===== src/rtl/mem_access_pkg.sv =====
// mem_access_pkg: size encodings, FSM states and lane helpers for the load/store unit
package mem_access_pkg;
  localparam logic [1:0] SZ_B = 2'd0;
  localparam logic [1:0] SZ_H = 2'd1;
  localparam logic [1:0] SZ_W = 2'd2;
  localparam logic [1:0] SZ_D = 2'd3;

  typedef enum logic [1:0] {IDLE, REQ, WAIT, RESP} state_t;

  // Size mask shifted up to the addressed byte; callers keep the low DATA_W/8 bits.
  function automatic logic [7:0] be_mask(input logic [1:0] size, input logic [2:0] offset);
    logic [7:0] m;
    m = size == SZ_B ? 8'h01 : size == SZ_H ? 8'h03 : size == SZ_W ? 8'h0F : 8'hFF;
    return m << offset;
  endfunction

  // Low 2^size bytes copied across a 64-bit bus; callers keep the low DATA_W bits.
  function automatic logic [63:0] replicate(input logic [1:0] size, input logic [63:0] data);
    return size == SZ_B ? {8{data[7:0]}} :
           size == SZ_H ? {4{data[15:0]}} :
           size == SZ_W ? {2{data[31:0]}} : data;
  endfunction
endpackage


===== src/rtl/mem_access_unit_load_ext.sv =====
// load_ext: selects the addressed load lane and sign/zero-extends it to DATA_W
module load_ext
  import mem_access_pkg::*;
#(
  parameter int DATA_W = 32
) (
  input  logic [DATA_W-1:0]             data,
  input  logic [$clog2(DATA_W/8)-1:0]   offset,
  input  logic [1:0]                    size,
  input  logic                          zext,
  output logic [DATA_W-1:0]             result
);
  logic [DATA_W-1:0] sh;
  logic              sg;

  assign sh = data >> {offset, 3'b000};
  assign sg = ~zext;
  // Extension is built at 64 bits so one expression serves both bus widths.
  assign result = DATA_W'(size == SZ_B ? {{56{sg & sh[7]}}, sh[7:0]} :
                          size == SZ_H ? {{48{sg & sh[15]}}, sh[15:0]} :
                          size == SZ_W ? {{32{sg & sh[31]}}, sh[31:0]} : 64'(sh));
endmodule


===== src/rtl/mem_access_unit.sv =====
// mem_access_unit: single-outstanding load/store unit with alignment check and bus timeout
module mem_access_unit
  import mem_access_pkg::*;
#(
  parameter int DATA_W  = 32,
  parameter int ADDR_W  = 32,
  parameter int TAG_W   = 5,
  parameter int TIMEOUT = 16
) (
  input  logic                clk,
  input  logic                reset,
  input  logic                req_valid,
  output logic                req_ready,
  input  logic                req_store,
  input  logic [1:0]          req_size,
  input  logic                req_unsigned,
  input  logic [ADDR_W-1:0]   req_addr,
  input  logic [DATA_W-1:0]   req_wdata,
  input  logic [TAG_W-1:0]    req_tag,
  output logic                mem_req,
  output logic                mem_we,
  output logic [ADDR_W-1:0]   mem_addr,
  output logic [DATA_W/8-1:0] mem_be,
  output logic [DATA_W-1:0]   mem_wdata,
  input  logic                mem_gnt,
  input  logic                mem_rvalid,
  input  logic [DATA_W-1:0]   mem_rdata,
  output logic                resp_valid,
  input  logic                resp_ready,
  output logic [DATA_W-1:0]   resp_data,
  output logic [TAG_W-1:0]    resp_tag,
  output logic                resp_exc,
  output logic                resp_err,
  output logic                busy
);
  localparam int BW = DATA_W / 8;
  localparam int OB = $clog2(BW);
  localparam int CW = TIMEOUT > 0 ? $clog2(TIMEOUT + 1) : 1;

  state_t            state, nxt;
  logic              st, un;
  logic [1:0]        sz;
  logic [OB-1:0]     off;
  logic [CW-1:0]     cnt;
  logic              mis, in_bus, done, expired;
  logic [DATA_W-1:0] ext;

  assign mis = (req_size == SZ_H && req_addr[0]) ||
               (req_size == SZ_W && req_addr[1:0] != 2'b00) ||
               (req_size == SZ_D && (DATA_W == 32 || req_addr[2:0] != 3'b000));
  assign in_bus  = state == REQ || state == WAIT;
  assign done    = (state == REQ && mem_gnt && mem_rvalid) || (state == WAIT && mem_rvalid);
  // A response arriving in the final allowed cycle beats the timeout.
  assign expired = TIMEOUT != 0 && in_bus && cnt == CW'(TIMEOUT - 1) && !done;

  assign req_ready  = state == IDLE;
  assign busy       = state != IDLE;
  assign resp_valid = state == RESP;
  assign mem_req    = state == REQ;
  assign mem_we     = state == REQ && st;

  load_ext #(.DATA_W(DATA_W)) u_ext (
    .data   (mem_rdata),
    .offset (off),
    .size   (sz),
    .zext   (un),
    .result (ext)
  );

  // State register.
  always_ff @(posedge clk or negedge reset) begin
    if (!reset) state <= IDLE;
    else state <= nxt;
  end

  // Next-state logic; gnt/rvalid only matter while a bus cycle is open.
  always_comb begin
    nxt = state;
    case (state)
      IDLE:    nxt = req_valid ? (mis ? RESP : REQ) : IDLE;
      REQ:     nxt = done || expired ? RESP : mem_gnt ? WAIT : REQ;
      WAIT:    nxt = done || expired ? RESP : WAIT;
      RESP:    nxt = resp_ready ? IDLE : RESP;
      default: nxt = IDLE;
    endcase
  end

  // Request capture, bus drive registers, timeout counter and response result.
  always_ff @(posedge clk or negedge reset) begin
    if (!reset) begin
      st        <= 1'b0;
      sz        <= SZ_B;
      un        <= 1'b0;
      off       <= '0;
      cnt       <= '0;
      mem_addr  <= '0;
      mem_be    <= '0;
      mem_wdata <= '0;
      resp_data <= '0;
      resp_tag  <= '0;
      resp_exc  <= 1'b0;
      resp_err  <= 1'b0;
    end else if (state == IDLE && req_valid) begin
      st        <= req_store;
      sz        <= req_size;
      un        <= req_unsigned;
      off       <= req_addr[OB-1:0];
      cnt       <= '0;
      mem_addr  <= {req_addr[ADDR_W-1:OB], {OB{1'b0}}};
      mem_be    <= BW'(be_mask(req_size, 3'(req_addr[OB-1:0])));
      mem_wdata <= DATA_W'(replicate(req_size, 64'(req_wdata)));
      resp_data <= '0;
      resp_tag  <= req_tag;
      resp_exc  <= mis;
      resp_err  <= 1'b0;
    end else if (in_bus) begin
      cnt      <= cnt + 1'b1;
      resp_err <= expired;
      if (done && !st) resp_data <= ext;
    end
  end
endmodule

===== config.mk =====
export PLATFORM = sky130hd
export DESIGN_NAME = mem_access_unit
export DESIGN_NICKNAME = d
export VERILOG_FILES = /design/src/rtl/mem_access_pkg.sv /design/src/rtl/mem_access_unit_load_ext.sv /design/src/rtl/mem_access_unit.sv
export SDC_FILE = /design/constraint.sdc
export NUM_CORES = 1
export LEC_CHECK = 0
export ABC_AREA = 1
export CORE_UTILIZATION = 45
export DETAILED_ROUTE_END_ITERATION = 7
export HOLD_SLACK_MARGIN = 0.15
export PLACE_DENSITY = 0.94
export SYNTH_ARGS = -nofsm -noshare
export SYNTH_HDL_FRONTEND = slang
export SYNTH_SLANG_ARGS = --single-unit

===== constraint.sdc =====
create_clock -name clk -period 3.3 [get_ports clk]
set_clock_uncertainty 0.15 [all_clocks]
set_input_delay 0.495 -clock clk [delete_from_list [all_inputs] [get_ports clk]]
set_output_delay 0.495 -clock clk [all_outputs]
set_load 0.05 [all_outputs]

**Yosys cells after proc, flatten, opt, wreduce, memory -nomap -nowiden**

Cells that the tools add are included.

- Register bits after elaboration: 118
- Output and inout bits: 112
- Word-level logic and storage cells: 73

- Add/sub/neg operators: 1
- Eq/ne operators: 8
- Shifts and indexed selects: 2
- Mux-type cells: 21
- Bitwise gates (word level): 3
- Reduce and logical (&&, ||, !) cells: 25

Operator list:

| operator | number |
|---|---|
| 32-bit two-way mux | 7 |
| 32-bit by 5-bit right shift with 32-bit output | 1 |
| 8-bit two-way mux | 3 |
| 1-bit logical AND | 10 |
| 2-bit two-way mux | 5 |
| 5-bit two-way mux | 2 |
| 2-bit == test, second input constant | 4 |
| 2-bit case mux with 4 select lines | 1 |
| 2-bit nonzero test | 4 |
| 8-bit by 2-bit left shift with 4-bit output | 1 |
| 2-bit by 1-bit == test with 1-bit output, second input constant | 3 |
| 2-bit zero test | 3 |
| 5-bit by 1-bit adder with 5-bit output, second input constant | 1 |
| 5-bit by 4-bit == test with 1-bit output, second input constant | 1 |
| 1-bit logical OR | 5 |
| 1-bit two-way mux | 3 |
| 1-bit bitwise AND | 2 |
| 1-bit zero test | 2 |
| 2-bit AND reduction | 1 |
| 1-bit inverter | 1 |

**Logic depth before layout (Yosys ltp)**

- Depth in word-level cells: 9
- Gate-level depth with buffers: 11
- Mapped depth without buffers: 10

**Hierarchy**

From an unflattened synthesis, not the netlist that was laid out.

- Cells, all modules: 736
- Area, all modules: 5,978.2 sq um

By module, submodules not included:

| module | times used | cells each | area each (sq um) |
|---|---|---|---|
| mem_access_unit | 1 | 564 | 5,112.4 |
| load_ext | 1 | 172 | 865.8 |

**Least setup slack after synthesis**

OpenSTA, ideal clock, no wires.

- Path type: reg-to-reg
- Start point: register state[1]
- End point: register resp_data[23]
- Setup time: 0.124 ns
- Data arrival time: 1.869 ns
- Data required time: 3.026 ns
- Setup slack: 1.157 ns
- Stages on the path, launching flop included: 11
- Path buffers: 2
- Clock period less this slack: 2.143 ns
- Cell sequence: dfrtp_1 inv_1 ha_1 nand3_1 nand3_1 nand2_1 inv_2 buf_6 buf_6 nor2_1 o21bai_2

- Word-level cells in the longest chain between the ends: 7
- Elaborated cells between the ends (all ways): 14
- Those cells by class: eq/ne: 2; mux: 1; reduce/logical: 11

Ends and longest elaborated chain:

| what | RTL line | RTL |
|---|---|---|
| start: declaration | mem_access_unit.sv:40 | `state_t state, nxt;` |
| start signal: assignment | mem_access_unit.sv:73 | `else state <= nxt;` |
| 2-bit by 1-bit == test with 1-bit output (*) | n/a |  |
| named net mem_req | mem_access_unit.sv:20 | `output logic mem_req,` |
| 1-bit logical AND (2 in series) | mem_access_unit.sv:52 | `assign done = (state == REQ && mem_gnt && mem_rvalid) \|\| (state == WAIT && mem_rvalid);` |
| 1-bit logical OR | mem_access_unit.sv:52 |  |
| 1-bit logical AND | mem_access_unit.sv:119 | `if (done && !st) resp_data <= ext;` |
| 2-bit nonzero test (no source line) | n/a |  |
| 2-bit AND reduction (no source line) (*) | n/a |  |
| end signal: assignment | mem_access_unit.sv:119 |  |
| end: declaration | mem_access_unit.sv:30 | `output logic [DATA_W-1:0] resp_data,` |

The timed path passes the listed nets; every way through them passes the cells marked *.
A chain may end at the register's enable or synchronous reset.

**Worst setup path in the final report**

- Start point: register state[0]
- End point: register resp_data[20]

- Word-level cells in the longest chain between the ends: 7
- Elaborated cells between the ends (all ways): 14
- Those cells by class: eq/ne: 2; mux: 1; reduce/logical: 11

Ends and longest elaborated chain:

| what | RTL line |
|---|---|
| 2-bit by 1-bit == test with 1-bit output | mem_access_unit.sv:51, mem_access_unit.sv:52 |
| 1-bit logical AND (2 in series) | mem_access_unit.sv:52 |
| 1-bit logical OR | mem_access_unit.sv:52 |
| 1-bit logical AND | mem_access_unit.sv:119 |
| 2-bit nonzero test (no source line) | n/a |
| 2-bit AND reduction (no source line) | n/a |

Several ways; a longest one is shown, not always the timed one.

==> flow_metrics.env <==
export IMPL_status="finished clean"
export IMPL_gr_total_overflow=0
export IMPL_initial_utilization_pct=46.59
export IMPL_worst_path_max_fanout=29
export IMPL_cts_root_buffer="clkbuf_16"
export IMPL_gr_usage_met3_pct=10.06
export IMPL_critPathLaunchType="flop"
export IMPL_powerDensity_nw_per_um2=1227
export IMPL_timing_slew_headroom_pct=50.76
export IMPL_ctsLongestPathBuffers=2
export IMPL_vias_per_cell=5.111
export IMPL_port_buffers=220
export IMPL_firstDrtPassIters=5
export IMPL_hold_violations=0
export IMPL_cts_resized=0
export IMPL_vias=5673
export IMPL_core_um2=12160
export IMPL_ys_types=31
export IMPL_synthCells=716
export IMPL_final_common_cell="nand2_1"
export IMPL_ys_ff_latch=118
export IMPL_cp_arrival_ns=3.02
export IMPL_rsz0062_at_grt="no"
export IMPL_dr_first_iter_drc_count=496
export IMPL_finalWirelength_um=17590
export IMPL_die_w_um=114.2
export IMPL_instances_no_fill=1110
export IMPL_fin_crit_sh_pct=85.94
export IMPL_min_delay_path_depth=2
export IMPL_synthArstFlopShare_pct=100.0
export IMPL_num_io_pins=223
export IMPL_cts_sinks=118
export IMPL_synth_warning_count=0
export IMPL_holdBufCountCts=1
export IMPL_drc_errors=0
export IMPL_post_cts_setup_buffers=0
export IMPL_layout_common_cells="264 x nand2_1, 219 x clkdlybuf4s50_1, 118 x dfrtp_1, 100 x nor2_1, 41 x inv_1"
export IMPL_grt_antenna_before_repair=0
export IMPL_tns_ns=0
export IMPL_use_met1_pct=32.81
export IMPL_fmax_ghz=0.3526
export IMPL_rows=40
export IMPL_critPathRequiredTime_ns=3.48
export IMPL_setup_worst_path_class="reg -> reg"
export IMPL_drv_cap=0
export IMPL_tightest_slew_ns=0.7358
export IMPL_synth_yosys_seq_area_share_pct=52.11
export IMPL_endpoint_kind="flop"
export IMPL_worstSkewPairLatency_ns=0.42
export IMPL_clk_pin_slew_worst_paths_ns=0.05
export IMPL_dp_hpwl_um=12590
export IMPL_grt_pass1_wl_um=28350
export IMPL_fin_crit_ns=2.836
export IMPL_die_height_um=114.2
export IMPL_power_leakage_uw=0.004109
export IMPL_r2r_cells=8
export IMPL_setup_viol=0
export IMPL_final_nets=1046
export IMPL_slew_viol_final=0
export IMPL_numCtsBuffers=17
export IMPL_gp_congestion=0.9248
export IMPL_n_antenna_cell=0
export IMPL_grtUsageMet2_pct=48.12
export IMPL_drive_gt1_share_pct=7.219
export IMPL_synth_area_um2=5667
export IMPL_synth_edf_count=0
export IMPL_grt_pass1_vias=5782
export IMPL_layout_area_overhead_vs_synth_pct=52.20
export IMPL_hold_path_class="reg -> reg"
export IMPL_grt_max_degree=47
export IMPL_ant_nets=0
export IMPL_htreeDepth=4
export IMPL_synth_flop_cell="dfrtp_1"
export IMPL_fp_dieArea_um2=13050
export IMPL_post_drt_wl_per_cell_um=15.85
export IMPL_grt_busiest_layer="met2"
export IMPL_tritoncts="yes"
export IMPL_grt_use_total_pct=28.75
export IMPL_ir_worst_vdd_mv=0.8652
export IMPL_placed_cells=1077
export IMPL_syn_avg_cell_area_um2=7.914
-- critical path: stages (launching register included) --
cell and delay [ns]:
dfrtp_1 0.38, inv_1 0.07, ha_1 0.43, inv_2 0.07, o21ai_1 0.12, nand2_1 0.30, inv_2 0.48, nand3_2 0.45
o21bai_1 0.29
-- metal layers --
metal	up-vias	share of wire (%)
met5	-	0
met4	0	2.8
met3	40	9.7
met2	310	49
met1	2640	38
li1	2683	-
-- cell families after synthesis --
kind of cell / after synthesis / share of synthesized area, %
AOI/OAI and AO/OA: 107 / 11.92
buffers and inverters: 87 / 6.801
muxes: 6 / 1.060
DFF: 118 / 52.11
other: 1 / 0.06618
adders and majority gates: 6 / 1.325
and+or+nand+nor: 391 / 26.72
-- metrics by stage --
| step | setup slack [ns] | cell area [um2] | power (uW) | util [%] | hold slack (ns) |
|---|---|---|---|---|---|
| after global placement | 0.4192 | 7959 | 8376 | 65.44 | 0.3116 |
| after floorplan | 1.157 | 5670 | 6591 | - | 0.04941 |
| final | 0.4640 | 8625 | 10590 | 70.92 | 0.3303 |
| after global routing | 0.1761 | 8625 | 11170 | 70.92 | 0.3413 |
| after CTS | 0.4586 | 8625 | 10620 | 70.92 | 0.3305 |
| after detailed placement | 0.3328 | 7959 | 8506 | 65.44 | 0.3144 |
-- power breakdown --
part / switching, uW / internal [uW] / leakage (uW)
Sequential: 461 / 2140 / 0.00143
Clock: 676 / 1370 / 0.000319
Combinational: 4030 / 1910 / 0.00236
-- registers in the layout, indices dropped and copies added, names as in the netlist --
signal	count
sz	2
resp_err	1
un	1
state	2
resp_tag	5
mem_wdata	32
resp_data	32
resp_exc	1
cnt	5
st	1
mem_be	4
mem_addr	30
off	2
-- cell type report --
type | count | area, um2
Fill cell | 869 | 3537
Sequential cell | 118 | 2953
Multi-Input combinational cell | 512 | 2335
Timing Repair Buffer | 231 | 2285
Clock buffer | 19 | 452.9
Tap cell | 168 | 210.2
Clock inverter | 13 | 202.7
Inverter | 49 | 186.4
-- final timing paths --
check / start / end / slack (ns)
worst max-delay path: state[0] / resp_data[20] / 0.46
worst min-delay path: resp_tag[0] / resp_tag[0] / 0.33
worst max register to register: state[0] / resp_data[20] / 0.46
worst min register to register: resp_tag[0] / resp_tag[0] / 0.33
max in group asynchronous: reset / resp_data[10] / 1.64
min in group asynchronous: reset / mem_wdata[16] / 0.50
-- cells in the mapped netlist, types with 3 or more instances --
cell / number / area [um2]
a21oi_1: 28 / 140.1
a31oi_1: 13 / 81.33
buf_2: 15 / 75.07
buf_4: 4 / 30.03
buf_6: 3 / 33.78
clkbuf_1: 14 / 52.55
dfrtp_1: 118 / 2953
ha_1: 6 / 75.07
inv_1: 41 / 153.9
inv_2: 7 / 26.28
mux2i_1: 6 / 60.06
nand2_1: 265 / 994.7
nand3_1: 18 / 90.09
nor2_1: 100 / 375.4
nor3_1: 3 / 15.01
o211ai_1: 4 / 30.03
o21ai_0: 18 / 90.09
o21ai_1: 14 / 70.07
o21bai_1: 7 / 52.55
o21bai_2: 10 / 112.6
o31ai_1: 9 / 67.56
No activity file was read; power rests on OpenSTA's default activity.
